`config.mk`:
```
export PLATFORM = sky130hd
export DESIGN_NAME = wrapper_register_file
export DESIGN_NICKNAME = d
export VERILOG_FILES = /design/src/rtl/wrapper_register_file.sv
export SDC_FILE = /design/constraint.sdc
export NUM_CORES = 2
export LEC_CHECK = 0
export CAP_MARGIN = 20
export CORE_ASPECT_RATIO = 0.5
export CORE_MARGIN = 5
export CORE_UTILIZATION = 51
export CTS_BUF_LIST = sky130_fd_sc_hd__clkbuf_16
export CTS_CLUSTER_DIAMETER = 120
export DETAILED_ROUTE_END_ITERATION = 6
export PLACE_DENSITY = 0.67
export SYNTH_ARGS = -nofsm -noshare
export SYNTH_HDL_FRONTEND = slang
export SYNTH_SLANG_ARGS = --single-unit
```
`constraint.sdc`:
```
create_clock -name clock -period 9.8 [get_ports clock]
set_input_delay 2.94 -clock clock [delete_from_list [all_inputs] [get_ports clock]]
set_output_delay 2.94 -clock clock [all_outputs]
set_load 0.02 [all_outputs]
```
`src/rtl/wrapper_register_file.sv`:
```
// -----------------------------------------------------------------------------
// wrapper_register_file
//
// General-purpose register file for a MIPS-style datapath, exposed under the
// datapath's field names. Holds 2**BITS registers of WIDTH bits with one
// synchronous write port and two combinational read ports. Register 0 is
// hardwired to zero.
//
// Ports:
//   clock        in   1      system clock, all state updates on rising edge
//   reset        in   1      synchronous active-high reset, clears every register
//   rs           in   BITS   write register address
//   rt           in   BITS   read port 1 address
//   rd           in   BITS   read port 2 address
//   R_rd         in   WIDTH  write data
//   Reg_Write_i  in   1      write enable, active high
//   R_rs         out  WIDTH  read port 1 data (contents of register rt)
//   R_rt         out  WIDTH  read port 2 data (contents of register rd)
// -----------------------------------------------------------------------------
module wrapper_register_file #(
   parameter int WIDTH = 32,
   parameter int BITS  = 5
) (
   input  logic             clock,
   input  logic             reset,
   input  logic [BITS-1:0]  rs,
   input  logic [BITS-1:0]  rt,
   input  logic [BITS-1:0]  rd,
   input  logic [WIDTH-1:0] R_rd,
   input  logic             Reg_Write_i,
   output logic [WIDTH-1:0] R_rs,
   output logic [WIDTH-1:0] R_rt
);

   localparam int DEPTH = 2 ** BITS;

   logic [WIDTH-1:0] regs [0:DEPTH-1];
   logic [DEPTH-1:0] wr_sel;

   // One-hot write decoder. Entry 0 is never selected, which is what makes
   // register 0 ignore writes.
   always_comb begin
      wr_sel = '0;
      if (Reg_Write_i) begin
         wr_sel[rs] = 1'b1;
      end
      wr_sel[0] = 1'b0;
   end

   // Register array. Reset takes priority over a simultaneous write.
   always_ff @(posedge clock) begin
      for (int i = 0; i < DEPTH; i++) begin
         if (reset) begin
            regs[i] <= '0;
         end else if (wr_sel[i]) begin
            regs[i] <= R_rd;
         end
      end
   end

   // Combinational read muxes with no write bypass. Address 0 is masked to
   // zero so it reads 0 even before the first reset has initialised storage.
   assign R_rs = (rt == '0) ? '0 : regs[rt];
   assign R_rt = (rd == '0) ? '0 : regs[rd];

endmodule

```
* Yosys cells after proc, flatten, opt, wreduce, memory -nomap -nowiden
Memory sizes are Yosys's and may differ from the RTL's.
Index checks and enable logic that the tools add are counted.
** Word-level totals
- Flip-flop bits (word level) :: 0
- RAM bits :: 1024
- Bits of input ports :: 50
- Word-level logic and storage cells :: 168
- Memories kept :: 1
** Operators by class
- $lt $le $gt $ge :: 2
- Muxes and demuxes :: 131
- Bitwise logic cells :: 31
- Reduce and logical (&&, ||, !) cells :: 3
** Memory list
- regs :: depth 32, width 32, read ports 2, clocked after memory_dff 0, write ports 32, line 37 : logic [WIDTH-1:0] regs [0:DEPTH-1];
** Operators with widths (count)
- 32-bit 2-to-1 mux :: 34
- 1-bit 2-to-1 mux :: 96
- 1-bit bitwise OR :: 31
- 5-bit logical NOT :: 2
- 5-bit by 6-bit less-than comparator with 1-bit output, second input constant :: 1
- 1-bit demux with 5-bit select :: 1
- 5-bit by 1-bit >= comparator with 1-bit output, second input constant :: 1
- 1-bit logical AND :: 1

* Longest topological paths before layout
- Depth in word-level cells :: 9
- Depth in mapped cells :: 9
- Gate-level depth less buffers :: 5

* Least setup slack after synthesis
OpenSTA, ideal clock, no wires.
- Path kind :: input to output
- Start :: input port rd[1]
- End :: output port R_rt[30]
- Data arrival time :: 4.571 ns
- Data required time :: 6.860 ns
- Setup slack :: 2.289 ns
- Stages on the path :: 7
- Path buffers :: 5
- Cell sequence :: buf_2 > buf_4 > buf_4 > buf_2 > clkbuf_1 > a221oi_1 > o31ai_1
** On the way
- Cells in the longest elaborated chain, start to end :: 2
- Elaborated cells between the ends (all ways) :: 3
- Classes of those cells :: mux (1); reduce/logical (1); memory (1)
** RTL lines
- start, declared :: line 28 : input logic [BITS-1:0] rd,
- memory read 32 x 32 bit / 5-bit logical NOT (equally long branches)
- 32-bit 2-to-1 mux (*) :: line 64 : assign R_rt = (rd == '0) ? '0 : regs[rd];
- end, declared :: line 32 : output logic [WIDTH-1:0] R_rt
Mark *: on every way between the ends. The rest lies on a longest branch, timed or not.

* Worst setup path in the final report
- Start :: input port rd[0]
- End :: output port R_rt[18]
Same word-level chain as after synthesis.

==> out/qor.csv <==
metric;value;unit
outcome;completed;
core;0.105;sq mm
synth_top_area_cell;edfxtp_1;
via_count;36700;
largest_register_ffs;992;
p_leak;20.8;nW
antenna_found_initial;21;
syn_nets;3918;
fp.dieW;469;um
ys_seq_area_frac;0.553;
gr-usage-all-layers;0.335;
max_freq;109;MHz
min_period_over_period;0.935;
grt_pass1_vias;36100;
grt_pass1_wl;268;mm
row_count;84;
pwr-share-seq;0.495;
cp-end-kind;output pin;
wl_per_cell;36.0;um
p_int;7.51;mW
syn_inst;3868;
synth_area;0.0538;sq mm
seqCellArea;0.0298;sq mm
min_path_type;in -> reg;
dr.pass1.iters;6;
postCtsHoldBufs;0;
p_per_area;171;mW/mm^2
num_io_pins;114;
synthTopCellsByArea;edfxtp_1 55%, mux4_2 15%, and2_1 12%;
critPathKind;in -> out;
layout_setup_ws;0.640;ns
path_cells;buf_8 -> nor2b_4 -> a22oi_1 -> a211oi_1 -> nor2_1 -> a221oi_1 -> clkdlybuf4s50_1;
async_flop_share;0;
slew_headroom;0.244;
cts_sinks;992;
start_util;0.513;
tightest_slew;1.13;ns
slew_viol_final;0;
ant_nets;0;
multi_input_area;0.0227;sq mm
cts_buffers;93;
clkPwrFrac;0.370;
synth-edff-count;992;
maxCapViolCount;0;
pwr-share-comb;0.135;
tns;0;ns
synth_seq_cells;992;
setup_violations;0;
die_y;240;um
h-tree-depth;3;
hpwlAfterDp;113;mm
hold_viol;0;
ys.flop_type;edfxtp_1;
dieArea;0.113;sq mm
io_buffers;113;
drt_iter0_drc;6114;
biggestRegsByFlops;regs: 992 flops;
synth.distinct_cells;47;
max_stage_delay;0.85;ns
route.detailed.drc;0;
syn_avg_cell_area;13.9;sq um
cp_slowest_cell;nor2b_4;
cts_root_buf;clkbuf_16;
path_buf_inv;2;
vias_per_cell;6.92;
cts_buffer_depth;3;
finalWeightedCongestion;0.899;
path_clk_slew;0.07;ns
nNetsFinal;3849;
regMostFlops;regs;
cts_setup_buffers;0;
p_switching;2.66;mW
switching_share;0.262;
fin_util;0.568;
place_area;0.0565;sq mm
layout_common_cells;994 x and2_1, 992 x edfxtp_1, 370 x mux4_2, 218 x mux2i_1, 179 x nand2_1;
routed_wl;191;mm
rsz0062_at_grt;false;
vdd_ir_drop_max;0.000113;V
layout_min_cycle_time;9.16;ns
drive_above_1_share;0.207;
final_area;0.0596;sq mm
critPathMaxFanout;47;
cp.arrival;6.22;ns
grt.overflow.total;0;
grt_max_degree;99;
ys_warn_count;0;
path_delay_family;buffers and inverters;
worstPathRequired;6.86;ns
syn_to_final_growth;10.7;%
ctsResizeCount;0;
cts_tree;built;
synth_top_area_frac;0.553;
crit_path_start_kind;input pin;
dpl_worst_slack;0.724;ns
fillers;8287;
final_common_cell;and2_1;
cells by family after synthesis:
kind of cell,count (synthesis),share of synthesized area
and+or+nand+nor,1431,0.153
DFF,992,0.553
muxes,651,0.209
buffers and inverters,419,0.0361
AOI/OAI and AO/OA,375,0.0495
per-layer routing:
layer | GRT usage | routed length, um
met3 | 0.0921 | 27000
met2 | 0.502 | 83900
met4 | 0.145 | 9210
met5 | 0 | 0
met1 | 0.463 | 70900
through the flow:
step	power, mW	hold slack (ns)	cells
after floorplan	5.90	3.14	3868
after global placement	6.44	3.99	5122
final	10.2	3.04	5303
after detailed placement	6.46	3.97	5122
after global routing	10.4	3.01	5297
after CTS	10.1	3.24	5291
final timing paths:
kind                  cells after the start                        end     start
worst max-delay path                      7                   R_rt[18]     rd[0]
worst min-delay path                      2  regs[6][20]$_SDFFCE_PN0P_  R_rd[20]
power by group through the flow:
| stage | clock network [mW] | registers [mW] | logic [mW] |
|---|---|---|---|
| 2_1_floorplan | 0 | 5.07 | 0.835 |
| 3_3_place_gp | 0 | 5.10 | 1.34 |
| 3_5_place_dp | 0 | 5.11 | 1.35 |
| 4_1_cts | 3.75 | 5.02 | 1.35 |
| 5_1_grt | 3.93 | 5.05 | 1.42 |
| 6_report | 3.76 | 5.03 | 1.38 |
cells in the mapped netlist, drive strengths merged (6+ instances only):
cell type	count
edfxtp	992
o211ai	32
a22o	15
nor3	42
nor2	84
o21ai	31
o31ai	10
nor2b	69
o221ai	13
nand2	179
a211oi	9
and2	996
nand3	40
o22ai	6
mux2i	218
mux4	370
a311oi	10
a21o	6
o21bai	24
mux2	63
inv	7
clkbuf	265
buf	146
a21oi	108
a221oi	68
o32a	13
a22oi	22
final cells by class:
class	count	share of cell area
Antenna cell	11	0.000462
Clock buffer	95	0.0399
Clock inverter	74	0.0109
Inverter	8	0.000546
Multi-Input combinational cell	2457	0.380
Sequential cell	992	0.500
Tap cell	1419	0.0298
Timing Repair Buffer	247	0.0384
(Power assumes the default switching activity.)
